===== config.mk =====
export PLATFORM = sky130hd
export DESIGN_NAME = zero_one_scan_ctrl_flat
export DESIGN_NICKNAME = d
export VERILOG_FILES = /design/src/rtl/zero_one_scan_ctrl_if.sv /design/src/rtl/zero_one_scan_ctrl.sv /design/src/flat_wrapper.sv
export SDC_FILE = /design/constraint.sdc
export NUM_CORES = 1
export LEC_CHECK = 0
export ABC_AREA = 1
export BUFFER_PORTS_ARGS = -buffer_cell sky130_fd_sc_hd__buf_4
export CAP_MARGIN = 20
export CORE_MARGIN = 2
export CORE_UTILIZATION = 53
export DETAILED_ROUTE_END_ITERATION = 6
export PLACE_DENSITY_LB_ADDON = 0.2
export SLEW_MARGIN = 5
export SYNTH_ARGS = -nofsm -noshare
export SYNTH_HDL_FRONTEND = slang
export SYNTH_SLANG_ARGS = --single-unit
export TNS_END_PERCENT = 20

===== constraint.sdc =====
create_clock -name clk -period 1.8 [get_ports clk]
set_input_delay 0.18 -clock clk [delete_from_list [all_inputs] [get_ports clk]]
set_output_delay 0.18 -clock clk [all_outputs]
set_load 0.01 [all_outputs]

===== src/rtl/zero_one_scan_ctrl_if.sv =====
// zero_one_scan_ctrl_if
//   Request/result bundle between a requester and zero_one_scan_ctrl.
//   master: the requester (drives start/data_in, observes the result)
//   slave : the scan controller (consumes start/data_in, drives the result)
//   Signals:
//     start          scan request, sampled only while the controller is idle
//     data_in        WIDTH-bit word to scan, captured on the accepted start
//     busy           controller is scanning or presenting a result
//     done           one-cycle pulse marking a fresh result
//     all_zero       every examined byte was 8'h00
//     all_one        every examined byte was 8'hFF
//     bytes_scanned  number of bytes examined for the held result
interface zero_one_scan_ctrl_if #(
  parameter int WIDTH = 32
);
  localparam int NBYTES = WIDTH / 8;
  localparam int CW     = $clog2(NBYTES) + 1;

  logic             start;
  logic [WIDTH-1:0] data_in;
  logic             busy;
  logic             done;
  logic             all_zero;
  logic             all_one;
  logic [CW-1:0]    bytes_scanned;

  modport master (
    output start, data_in,
    input  busy, done, all_zero, all_one, bytes_scanned
  );

  modport slave (
    input  start, data_in,
    output busy, done, all_zero, all_one, bytes_scanned
  );
endinterface


===== src/rtl/zero_one_scan_ctrl.sv =====
// detect_zero_one
//   8-bit zero / all-ones detector shared by the scan controller.
//   x     in   8  byte under test
//   zero  out  1  x == 8'h00
//   one   out  1  x == 8'hFF
module detect_zero_one (
  input  logic [7:0] x,
  output logic       zero,
  output logic       one
);
  assign zero = (x == 8'h00);
  assign one  = &x;
endmodule

// zero_one_scan_ctrl
//   Walks a WIDTH-bit word through one 8-bit detect_zero_one, one byte per
//   clock (least significant byte first), and reports whether the whole word
//   was all zeros or all ones.
//   Parameters:
//     WIDTH       scanned word width, multiple of 8 and >= 8
//     EARLY_EXIT  1: stop as soon as neither flag can still end up true
//   Ports:
//     clk    in  single rising-edge clock
//     rst_n  in  asynchronous active-low reset
//     bus    slave side of zero_one_scan_ctrl_if (start/data_in in,
//            busy/done/all_zero/all_one/bytes_scanned out)
module zero_one_scan_ctrl #(
  parameter int WIDTH      = 32,
  parameter bit EARLY_EXIT = 1'b1
) (
  input  logic                 clk,
  input  logic                 rst_n,
  zero_one_scan_ctrl_if.slave  bus
);
  localparam int NBYTES = WIDTH / 8;
  localparam int CW     = $clog2(NBYTES) + 1;
  localparam logic [CW-1:0] LAST_CNT = CW'(NBYTES - 1);

  generate
    if ((WIDTH % 8) != 0 || WIDTH < 8) begin : g_bad_width
      $error("zero_one_scan_ctrl: WIDTH must be a multiple of 8 and >= 8");
    end
  endgenerate

  typedef enum logic [1:0] {
    IDLE = 2'd0,
    SCAN = 2'd1,
    DONE = 2'd2
  } state_t;

  state_t           state;
  state_t           next_state;

  logic [WIDTH-1:0] shift_reg;
  logic [CW-1:0]    cnt;
  logic             acc_z;
  logic             acc_o;
  logic             det_zero;
  logic             det_one;
  logic             acc_z_next;
  logic             acc_o_next;
  logic             scan_last;

  logic             all_zero_q;
  logic             all_one_q;
  logic [CW-1:0]    bytes_scanned_q;

  // The word is shifted right one byte per SCAN cycle, so the detector
  // always looks at the low byte, which is byte number cnt of the captured word.
  detect_zero_one u_det (
    .x    (shift_reg[7:0]),
    .zero (det_zero),
    .one  (det_one)
  );

  assign acc_z_next = acc_z & det_zero;
  assign acc_o_next = acc_o & det_one;

  // Once both accumulators are clear no later byte can make either flag true,
  // so the remaining bytes are skipped when early exit is enabled.
  assign scan_last = (cnt == LAST_CNT) ||
                     (EARLY_EXIT && !acc_z_next && !acc_o_next);

  // State register.
  always_ff @(posedge clk or negedge rst_n) begin
    if (!rst_n) begin
      state <= IDLE;
    end else begin
      state <= next_state;
    end
  end

  // Next-state logic.
  always_comb begin
    next_state = state;
    case (state)
      IDLE:    if (bus.start) next_state = SCAN;
      SCAN:    if (scan_last) next_state = DONE;
      DONE:    next_state = IDLE;
      default: next_state = IDLE;
    endcase
  end

  // State-decoded handshake outputs.
  always_comb begin
    bus.busy = (state != IDLE);
    bus.done = (state == DONE);
  end

  // Datapath: capture on accepted start, accumulate during SCAN, and load
  // the held result on the edge that enters DONE. The result registers keep
  // their value through IDLE until the next result or a reset.
  always_ff @(posedge clk or negedge rst_n) begin
    if (!rst_n) begin
      shift_reg       <= '0;
      cnt             <= '0;
      acc_z           <= 1'b0;
      acc_o           <= 1'b0;
      all_zero_q      <= 1'b0;
      all_one_q       <= 1'b0;
      bytes_scanned_q <= '0;
    end else begin
      case (state)
        IDLE: begin
          if (bus.start) begin
            shift_reg <= bus.data_in;
            cnt       <= '0;
            acc_z     <= 1'b1;
            acc_o     <= 1'b1;
          end
        end
        SCAN: begin
          shift_reg <= shift_reg >> 8;
          cnt       <= cnt + CW'(1);
          acc_z     <= acc_z_next;
          acc_o     <= acc_o_next;
          if (scan_last) begin
            all_zero_q      <= acc_z_next;
            all_one_q       <= acc_o_next;
            bytes_scanned_q <= cnt + CW'(1);
          end
        end
        default: begin
        end
      endcase
    end
  end

  assign bus.all_zero      = all_zero_q;
  assign bus.all_one       = all_one_q;
  assign bus.bytes_scanned = bytes_scanned_q;
endmodule


===== src/flat_wrapper.sv =====
// flat-port wrapper written by rule: the top's interface ports become plain ports
module zero_one_scan_ctrl_flat 
#(
  parameter int WIDTH      = 32,
  parameter bit EARLY_EXIT = 1'b1
)
  (clk, rst_n, bus_start, bus_data_in, bus_busy, bus_done, bus_all_zero, bus_all_one, bus_bytes_scanned);
  zero_one_scan_ctrl_if #(.WIDTH(WIDTH)) bus_i ();
  input  logic clk;
  input  logic rst_n;
  input wire logic [$bits(bus_i.start)-1:0] bus_start;
  input wire logic [$bits(bus_i.data_in)-1:0] bus_data_in;
  output wire logic [$bits(bus_i.busy)-1:0] bus_busy;
  output wire logic [$bits(bus_i.done)-1:0] bus_done;
  output wire logic [$bits(bus_i.all_zero)-1:0] bus_all_zero;
  output wire logic [$bits(bus_i.all_one)-1:0] bus_all_one;
  output wire logic [$bits(bus_i.bytes_scanned)-1:0] bus_bytes_scanned;
  assign bus_i.start = bus_start;
  assign bus_i.data_in = bus_data_in;
  assign bus_busy = bus_i.busy;
  assign bus_done = bus_i.done;
  assign bus_all_zero = bus_i.all_zero;
  assign bus_all_one = bus_i.all_one;
  assign bus_bytes_scanned = bus_i.bytes_scanned;
  zero_one_scan_ctrl #(.WIDTH(WIDTH), .EARLY_EXIT(EARLY_EXIT)) u_core (.clk(clk), .rst_n(rst_n), .bus(bus_i));
endmodule

==> results by group, run 1 <==
Routing
  • Routed WL: around 3.9 mm
  • Vias per inst: 5.21
  • Wl on met1: 1.74 mm
  • Metal3 WL: 212 µm
  • Drc violations: 0
  • WL/cell: ~13 µm
  • Iter 0 DRT Violations: slightly above 90
  • WL met2: 1.93 mm
  • DRT antenna net count: 0
  • Pre-antenna DRT Iters: 5
  • Via count: approximately 1600
  • Top Layer Used: met4

Placement
  • Global placement routability congestion: approximately 0.74
  • Port buffer count: 41
  • DPL Wire Length: ~2.8 mm

CTS
  • Clk_lat worst skew: ~0.29 ns
  • H-tree depth: 2
  • CTS clock-pin slew for the worst setup and hold paths: about 0.08 ns
  • Post-CTS Setup Bufs: 0
  • Post-cts resize count: 0
  • Total clock sinks: 44
  • CTS tree: built
  • Root buffer cell: clkbuf_8
  • Largest buffer count on any clock path: 2
  • Cts hold-fix bufs: 1
  • Num CTS Buffers: 5

Power and ir drop
  • Sequential Power Share: a little over two fifths
  • Peak VDD IR: 0.000730 V
  • Internal power: between 2 and 2.5 mW
  • Logic gate share of total power: 41.5%
  • Final Power: around 4 mW
  • Leakage: between 1 and 1.5 nW
  • Clock power frac: between 15 and 20%
  • Switch Pwr: about 1.6 mW
  • Switching Fraction: around two fifths
  • Pwr dens: around 1700 nW/µm²

Global route
  • First-pass GRT wire length: roughly 7 mm
  • Grt ovf: 0
  • Initial antenna violation count: 0
  • Vias in the first global route: roughly 1600
  • Total GRT Usage: between 20% and 30%
  • Pin count of the biggest net entering global routing: 45

Layout
  • Filler Cell Count: roughly 320
  • Final net count: roughly 300
  • Final core utilization: 66.3%
  • Share of layout cells above drive strength 1: roughly 22%
  • Area Overhead vs Synth: 22.2%
  • N_diodes: 0
  • Max FFs per register: 32

Floorplan
  • I/O pins: 42
  • DIE AREA: approximately 4200 µm²
  • # rows: 22
  • Die X: 64.8 µm
  • Core area: 3610 µm²
  • Die height: 64.8 µm
  • Initial core utilization: approximately 54%

Synthesis
  • Cells after Synth: 219
  • Syn Nets: around 260
  • Post-synth cell types: 21
  • Cell Area, Synth: around 2000 µm²
  • Seq cells post-synth: 44
  • Ys Warns: 0
  • Sequential fraction of the synthesis area: ~56%
  • Avg Cell Area, Syn: around 8.9 µm²

Min path
  • Hold WC Path Type: in -> reg

Outcome
  • Outcome: completed

STA
  • Final hold violation count: 0
  • Worst Tran Pin Value: 0.534 ns
  • Endpoints failing setup: 0
  • Unrepaired setup endpoints after global routing: no
  • Final Slew Violations: 0
  • Sum of negative setup slack: 0 ns
  • Min Tclk post-route: 1.53 ns
  • Normalized max-slew margin: approximately 64%
  • Fmax: between 600 and 700 MHz
  • Final worst-path cycle share: 84.7%
  • Final Skew: between 0.006 and 0.007 ns

Setup path
  • CP required: 2.02 ns
  • Reg2reg path depth: 7
  • R2r setup slk: 0.27 ns
  • Critical R2R Launch: u_core.state[0]
  • Crit. End Element: flop
  • Critical-path maximum fanout: 16
  • Worst reg2reg endpoint: u_core.shift_reg[6]
  • Startpoint types: flop
  • Setup crit end: u_core.shift_reg[6]
  • Crit path from: u_core.state[0]
  • Crit Path Class: reg -> reg
  • CP arrival: between 1.5 and 2 ns

Flow run
  • MaxCap Viol Count: 0
## per-layer routing
layer | vias up | global-route usage [%]
met2 | 37 | 36.2
met4 | 0 | 8.24
met1 | 760 | 28.7
met3 | 5 | 5.03
li1 | 817 | -
met5 | - | 0
## layout by cell type, fill, tap and decap left out
cell and instances:
clkbuf_1 1, o21ai_0 18, ha_1 2, a22oi_2 1
inv_2 2, nand3b_1 2, buf_4 46, inv_1 12
nor3_1 1, a21oi_1 2, nand2_1 44, o22ai_1 3
inv_4 1, nor2_1 31, dlygate4sd3_1 1, dfrtp_1 44
nand3_1 5, clkbuf_8 6, nor2_4 1, clkinvlp_4 1
o21ai_1 30, a22o_1 9
## cell families (layout without fill, tap and decap cells)
group                    Yosys count  after routing  synth area share (%)
AND/OR/NAND/NOR                   84             84                  17.3
buffers and inverters             26             70                  6.84
AO/OA/AOI/OAI                     63             63                  18.4
adder cells (fa/ha/maj)            2              2                  1.28
flip-flops                        44             44                  56.2
## critical path: stages (launching register included)
cell and delay [ns]:
dfrtp_1 0.42, inv_2 0.07, nor2_4 0.24, inv_2 0.08
nand2_1 0.17, buf_4 0.22, o21ai_0 0.12, o21ai_1 0.14
## per-stage QoR
stage	worst slack (ns)	hold WS (ns)	area, µm²	cells
2_1_floorplan	0.489	-0.116	1960	219
3_3_place_gp	0.400	0.199	2290	302
3_5_place_dp	0.295	0.197	2290	302
4_1_cts	0.276	0.103	2390	311
5_1_grt	0.107	0.107	2390	311
6_report	0.275	0.109	2390	311
## power groups by stage
stage	Combinational, mW	Sequential, mW	Clock, mW
floorplan	1.29	1.67	0
global placement	1.61	1.71	0
detailed placement	1.67	1.73	0
CTS	1.68	1.71	0.637
global route	1.93	1.77	0.696
finish	1.66	1.72	0.622
## area by class of cell
cell class / count / area [µm²] / area share, %
clock buffer: 7 / 86.3 / 3.61
clock inverter: 1 / 7.51 / 0.314
inverter: 15 / 58.8 / 2.46
multi-input combinational: 149 / 723 / 30.2
sequential: 44 / 1100 / 46.0
tap: 48 / 60.1 / 2.51
timing repair buffer: 47 / 355 / 14.9
## worst min path at each step
stage,startpoint,to,slack (ns),cells after the start
floorplan,rst_n,u_core.acc_o,-0.12,0
global placement,rst_n,u_core.shift_reg[26],0.20,1
detailed placement,rst_n,u_core.shift_reg[27],0.20,1
CTS,bus_data_in[25],u_core.shift_reg[25],0.10,2
global route,bus_data_in[29],u_core.shift_reg[29],0.11,2
finish,bus_data_in[31],u_core.shift_reg[31],0.11,2
## synth_stat cells
master | count | area share [%]
inv_1 | 12 | 2.3
buf_6 | 4 | 2.3
a22oi_2 | 1 | 0.64
buf_2 | 3 | 0.77
buf_1 | 1 | 0.19
ha_1 | 2 | 1.3
nor2_1 | 31 | 5.9
nor3_1 | 1 | 0.26
o21ai_1 | 30 | 7.7
inv_2 | 2 | 0.38
a22o_1 | 9 | 4.0
a21oi_1 | 2 | 0.51
clkbuf_1 | 3 | 0.58
nor2_4 | 1 | 0.58
nand3b_1 | 2 | 0.77
nand3_1 | 5 | 1.3
o22ai_1 | 3 | 0.96
dfrtp_1 | 44 | 56
o21ai_0 | 18 | 4.6
nand2_1 | 44 | 8.4
inv_4 | 1 | 0.32
(Power assumes the default switching activity.)
==> inputs of run 2 (changes only) <==
clock period = 1.5 ns   (was 1.8 ns; I/O delays follow)
==> results by group, run 2 (synthesis gave the netlist of run 1 again) <==
Outcome
  • Outcome: completed (unchanged)

Routing
  • WL/cell: 12.1 µm (was 12.7 µm)
  • Iter 0 DRT Violations: 87 (was 93)
  • DRT antenna net count: 0 (unchanged)
  • Pre-antenna DRT Iters: 4 (was 5)
  • Via count: 1612 (was 1619)
  • Drc violations: 0 (unchanged)
  • Vias per inst: 5.20 (was 5.21)
  • Routed WL: 3.74 mm (was 3.94 mm)

Setup path
  • Reg2reg path depth: 6 (was 7)
  • CP arrival: 1.54 ns (was 1.75 ns)
  • Setup crit end: u_core.cnt[1] (was u_core.shift_reg[6])
  • Critical R2R Launch: u_core.state[0] (unchanged)
  • CP required: 1.68 ns (was 2.02 ns)
  • Startpoint types: flop (unchanged)
  • Crit Path Class: reg -> reg (unchanged)
  • Worst reg2reg endpoint: u_core.cnt[1] (was u_core.shift_reg[6])
  • Crit path from: u_core.state[0] (unchanged)
  • Critical-path maximum fanout: 33 (was 16)
  • R2r setup slk: 0.14 ns (was 0.27 ns)
  • Crit. End Element: flop (unchanged)

CTS
  • Largest buffer count on any clock path: 2 (unchanged)
  • Root buffer cell: clkbuf_8 (unchanged)
  • CTS clock-pin slew for the worst setup and hold paths: 0.07 ns (was 0.08 ns)
  • Num CTS Buffers: 5 (unchanged)
  • H-tree depth: 2 (unchanged)
  • Total clock sinks: 44 (unchanged)
  • Clk_lat worst skew: 0.29 ns (about the same)
  • CTS tree: built (unchanged)

Layout
  • Max FFs per register: 32 (unchanged)
  • Share of layout cells above drive strength 1: 22.5% (was 22.1%)
  • Most frequent cells in the layout: 46 x buf_4, 44 x dfrtp_1, 43 x nand2_1 (was 46 x buf_4, 44 x nand2_1, 44 x dfrtp_1)
  • Commonest non-fill, non-tap cell in the layout: buf_4 (unchanged)
  • Area Overhead vs Synth: 23.1% (was 22.2%)
  • Final net count: 300 (was 299)
  • Filler Cell Count: 319 (was 322)
  • Final Cell Area: 2410 µm² (was 2390 µm²)
  • N_diodes: 0 (unchanged)

Power and ir drop
  • Leakage: 1.20 nW (was 1.19 nW)
  • Internal power: 3.04 mW (was 2.42 mW)
  • Logic gate share of total power: 41.1% (was 41.5%)
  • Switch Pwr: 1.85 mW (was 1.57 mW)
  • Peak VDD IR: 0.000961 V (was 0.000730 V)
  • Switching Fraction: 37.8% (was 39.4%)
  • Pwr dens: 2030 nW/µm² (was 1670 nW/µm²)
  • Sequential Power Share: 42.0% (was 43.0%)
  • Final Power: 4.89 mW (was 4.00 mW)
  • Clock power frac: 17.0% (was 15.5%)

STA
  • Normalized max-slew margin: 65.2% (was 64.4%)
  • Final Slew Violations: 0 (unchanged)
  • Final hold violation count: 0 (unchanged)
  • Unrepaired setup endpoints after global routing: yes (was no)
  • Hold WS: 0.0755 ns (was 0.109 ns)
  • Worst Tran Pin Value: 0.522 ns (was 0.534 ns)
  • Final Skew: 0.00646 ns (was 0.00649 ns)
  • Final worst-path cycle share: 90.7% (was 84.7%)
  • Final worst slack: 0.140 ns (was 0.275 ns)
  • Endpoints failing setup: 0 (unchanged)
  • Min Tclk post-route: 1.36 ns (was 1.53 ns)
  • Sum of negative setup slack: 0 ns (unchanged)
  • Fmax: 735 MHz (was 656 MHz)

Placement
  • Global placement routability congestion: 0.790 (was 0.737)
  • Port buffer count: 41 (unchanged)
  • Area after DPL: 2300 µm² (was 2290 µm²)
  • DPL Wire Length: 2.60 mm (was 2.78 mm)
  • Pre-CTS WS: 0.148 ns (was 0.295 ns)

Floorplan
  • Die height: 64.8 µm (unchanged)
  • I/O pins: 42 (unchanged)
  • DIE AREA: 4200 µm² (unchanged)
  • Die X: 64.8 µm (unchanged)
  • Initial core utilization: 54.3% (unchanged)
  • # rows: 22 (unchanged)
  • Core area: 3610 µm² (unchanged)

Global route
  • Grt ovf: 0 (unchanged)
  • First-pass GRT wire length: 6.53 mm (was 7.00 mm)
  • Pin count of the biggest net entering global routing: 45 (unchanged)
  • Vias in the first global route: 1516 (was 1626)
  • Initial antenna violation count: 0 (unchanged)
  • Total GRT Usage: 20.6% (was 22.1%)

Flow run
  • MaxCap Viol Count: 0 (unchanged)

Min path
  • Hold WC Path Type: in -> reg (unchanged)
## run 2: changes by cell type in the layout (fill, tap and decap cells not counted), sizes merged
cell / before / now
bufinv: 0 / 1
buf: 46 / 47
clkbuf: 7 / 5
clkinvlp: 1 / 0
## run 2: final cells by class
class                   instances  area [µm²]  share of cell area, %
flip-flops and latches         44        1100                   45.7
multi-input cells             149         726                   30.1
repair buffers                 48         367                   15.2
clock buffers                   5        68.8                   2.85
well taps                      48        60.1                   2.49
inverters                      15        58.8                   2.44
clock inverters                 1        30.0                   1.25
## run 2: stage by stage
stage,util [%],instances
final,66.9,310
after global routing,66.9,310
after CTS,66.7,310
after detailed placement,63.7,303
after global placement,63.7,303
after floorplan,-,219
## run 2: how the worst min path moves through the flow
stage | from | end | depth (start not counted)
after floorplan | rst_n | u_core.acc_o | 0
after detailed placement | rst_n | u_core.shift_reg[27] | 1
after global routing | bus_data_in[24] | u_core.shift_reg[24] | 2
after global placement | rst_n | u_core.shift_reg[26] | 1
final | bus_data_in[29] | u_core.shift_reg[29] | 2
after CTS | bus_data_in[25] | u_core.shift_reg[25] | 2
## run 2: power by group through the flow
stage	clock, mW	sequential (mW)	combinational [mW]
2_1_floorplan	0	2.01	1.55
3_3_place_gp	0	2.05	1.97
3_5_place_dp	0	2.07	2.01
4_1_cts	0.845	2.05	2.02
5_1_grt	0.901	2.13	2.32
6_report	0.830	2.06	2.01
## run 2: what timing repair did
| item | 4_1_cts | 5_1_grt |
|---|---|---|
| resized for setup | 0 | 2 |
| endpoints found under the hold margin | 44 | 0 |
| endpoints found under the setup margin | 0 | 8 |
| setup buffers | 0 | 0 |
| hold buffers | 1 | 0 |
## run 2: critical path, cell delays in order, from the launching register on
cell and delay, ns:
dfrtp_1 0.41, inv_2 0.07, nor2_4 0.14, inv_2 0.07, nand2_1 0.16, inv_4 0.18, a22o_1 0.22
## run 2: per-layer routing
layer | up-vias | part of all wire, % | wire, µm | track usage [%]
met3 | 5 | 6.2 | 232 | 4.69
li1 | 814 | - | - | -
met5 | - | 0 | 0 | 0
met4 | 0 | 1.5 | 55 | 9.57
met2 | 46 | 46 | 1730 | 32.9
met1 | 747 | 46 | 1720 | 26.8
==> inputs of run 3 (changes only) <==
==> constraint.sdc (replaced) <==
create_clock -name clk -period 1.5 [get_ports clk]
set_input_delay 0.15 -clock clk [delete_from_list [all_inputs] [get_ports clk]]
set_output_delay 0.15 -clock clk [all_outputs]
set_load 0.1 [all_outputs]
==> results by group, run 3 (synthesis gave the netlist of run 1 again) <==
Layout
  • Register area: 1100 µm² (unchanged)
  • Commonest non-fill, non-tap cell in the layout: buf_4 (unchanged)
  • Filler Cell Count: 308 (was 319)
  • Final std cells w/o fill: 313 (was 310)
  • Area of the multi-input gates: 728 µm² (was 726 µm²)
  • Max FFs per register: 32 (unchanged)
  • Most frequent cells in the layout: 48 x buf_4, 44 x dfrtp_1, 43 x nand2_1 (was 46 x buf_4, 44 x dfrtp_1, 43 x nand2_1)
  • Share of layout cells above drive strength 1: 23.0% (was 22.5%)
  • Area Overhead vs Synth: 23.0% (was 23.1%)
  • Final Cell Area: 2410 µm² (about the same)
  • N_diodes: 0 (unchanged)
  • Final net count: 301 (was 300)

CTS
  • CTS tree: built (unchanged)
  • Num CTS Buffers: 5 (unchanged)
  • CTS clock-pin slew for the worst setup and hold paths: 0.07 ns (about the same)
  • H-tree depth: 2 (unchanged)
  • Clk_lat worst skew: 0.29 ns (about the same)
  • Total clock sinks: 44 (unchanged)
  • Post-CTS Setup Bufs: 0 (unchanged)
  • Root buffer cell: clkbuf_8 (unchanged)
  • Largest buffer count on any clock path: 2 (unchanged)

Setup path
  • CP Cell Sequence: inv_2 > nor2_4 > buf_4 > buf_4 > nor2_1 > o21ai_1 (was inv_2 > nor2_4 > inv_2 > nand2_1 > inv_4 > a22o_1)
  • Startpoint types: flop (unchanged)
  • Critical-path maximum fanout: 18 (was 33)
  • Crit. End Element: flop (unchanged)
  • Slowest Stage Delay on Critical Path: 0.43 ns (was 0.41 ns)
  • Buf/Inv on CP: 3 (unchanged)
  • Critical R2R Launch: u_core.state[0] (unchanged)
  • Reg2reg path depth: 6 (unchanged)
  • R2r setup slk: 0.12 ns (was 0.14 ns)
  • Cell family with most CP delay: buffers and inverters (was flip-flops)
  • Slowest cell on crit path: dfrtp_1 (unchanged)
  • Cell mode on critical path: buf_4 (was inv_2)
  • Crit Path Class: reg -> reg (unchanged)
  • CP required: 1.71 ns (was 1.68 ns)
  • Worst reg2reg endpoint: u_core.shift_reg[2] (was u_core.cnt[1])
  • CP arrival: 1.60 ns (was 1.54 ns)

Power and ir drop
  • Peak VDD IR: 0.000898 V (was 0.000961 V)
  • Leakage: 1.20 nW (about the same)
  • Final Power: 5.31 mW (was 4.89 mW)
  • Pwr dens: 2200 nW/µm² (was 2030 nW/µm²)

Routing
  • Vias per inst: 5.16 (was 5.20)
  • Via count: 1616 (was 1612)
  • DRT antenna net count: 0 (unchanged)
  • Routed WL: 3.86 mm (was 3.74 mm)
  • Pre-antenna DRT Iters: 4 (unchanged)
  • Iter 0 DRT Violations: 96 (was 87)
  • WL/cell: 12.3 µm (was 12.1 µm)
  • Drc violations: 0 (unchanged)

Global route
  • First-pass GRT wire length: 6.89 mm (was 6.53 mm)
  • Initial antenna violation count: 0 (unchanged)
  • Pin count of the biggest net entering global routing: 45 (unchanged)
  • Total GRT Usage: 22.0% (was 20.6%)
  • Grt ovf: 0 (unchanged)
  • Vias in the first global route: 1560 (was 1516)

Min path
  • WHS Endpoint: u_core.shift_reg[27] (was u_core.shift_reg[29])
  • Hold_sp: bus_data_in[27] (was bus_data_in[29])
  • Hold Path Cell Cnt: 2 (unchanged)
  • Hold WC Path Type: in -> reg (unchanged)

Placement
  • Pre-CTS WS: 0.135 ns (was 0.148 ns)
  • Global placement routability congestion: 0.779 (was 0.790)
  • Dpl cells: 304 (was 303)
  • DPL Wire Length: 2.75 mm (was 2.60 mm)
  • Area after DPL: 2310 µm² (was 2300 µm²)
  • Port buffer count: 41 (unchanged)

Outcome
  • Outcome: completed (unchanged)

Floorplan
  • Core area: 3610 µm² (unchanged)
  • DIE AREA: 4200 µm² (unchanged)
  • # rows: 22 (unchanged)
  • Die height: 64.8 µm (unchanged)
  • Die X: 64.8 µm (unchanged)
  • I/O pins: 42 (unchanged)
  • Initial core utilization: 54.3% (unchanged)

STA
  • Sum of negative setup slack: 0 ns (unchanged)
  • Final Slew Violations: 0 (unchanged)
  • Normalized max-slew margin: 64.6% (was 65.2%)
  • Final Skew: 0.00488 ns (was 0.00646 ns)
  • Final hold violation count: 0 (unchanged)
  • Min Tclk post-route: 1.38 ns (was 1.36 ns)
  • Fmax: 723 MHz (was 735 MHz)
  • Final worst-path cycle share: 92.2% (was 90.7%)
  • Unrepaired setup endpoints after global routing: no (was yes)
  • Endpoints failing setup: 0 (unchanged)
  • Final worst slack: 0.117 ns (was 0.140 ns)
  • Worst Tran Pin Value: 0.532 ns (was 0.522 ns)

Flow run
  • MaxCap Viol Count: 0 (unchanged)
## run 3: power breakdown
part | internal (mW) | switching, mW | leakage (nW) | total, mW
registers | 1.74 | 0.327 | 0.551 | 2.07
logic | 0.844 | 1.66 | 0.603 | 2.50
clock network | 0.375 | 0.363 | 0.0455 | 0.738
total | 2.96 | 2.35 | 1.20 | 5.31
## run 3: worst max-delay path by stage
stage,start,endpoint,slack [ns],cells past startpoint
after floorplan,u_core.state[1],bus_done,0.11,2
after global placement,u_core.state[0],u_core.shift_reg[3],0.18,6
after detailed placement,u_core.state[0],u_core.shift_reg[2],0.14,6
after CTS,u_core.state[0],u_core.shift_reg[2],0.12,6
after global routing,u_core.state[0],u_core.shift_reg[2],0.005,6
final,u_core.state[0],u_core.shift_reg[2],0.12,6
## run 3: layer usage
| layer | routed length (µm) | GRT usage, % | vias to the layer above |
|---|---|---|---|
| li1 | - | - | 815 |
| met1 | 1890 | 29.2 | 755 |
| met2 | 1760 | 33.9 | 41 |
| met3 | 166 | 6.25 | 5 |
| met4 | 49 | 9.04 | 0 |
| met5 | 0 | 0 | - |
## run 3: per-stage QoR
step	util, %	hold slack, ns
finish	66.8	0.0778
global route	66.8	0.0709
CTS	66.7	0.0728
detailed placement	63.9	0.169
global placement	63.9	0.172
floorplan	-	-0.146
## run 3: cell type report
type                    count  share of cell area [%]
multi-input cells         149                    30.2
flip-flops and latches     44                    45.7
repair buffers             49                    15.4
clock buffers               8                    3.74
inverters                  15                    2.44
well taps                  48                    2.49
## run 3: timing repair
item / in CTS / in global routing
resized for setup: 0 / 1
setup endpoints to repair: 0 / 5
hold buffers: 1 / 0
endpoints found under the hold margin: 44 / 0
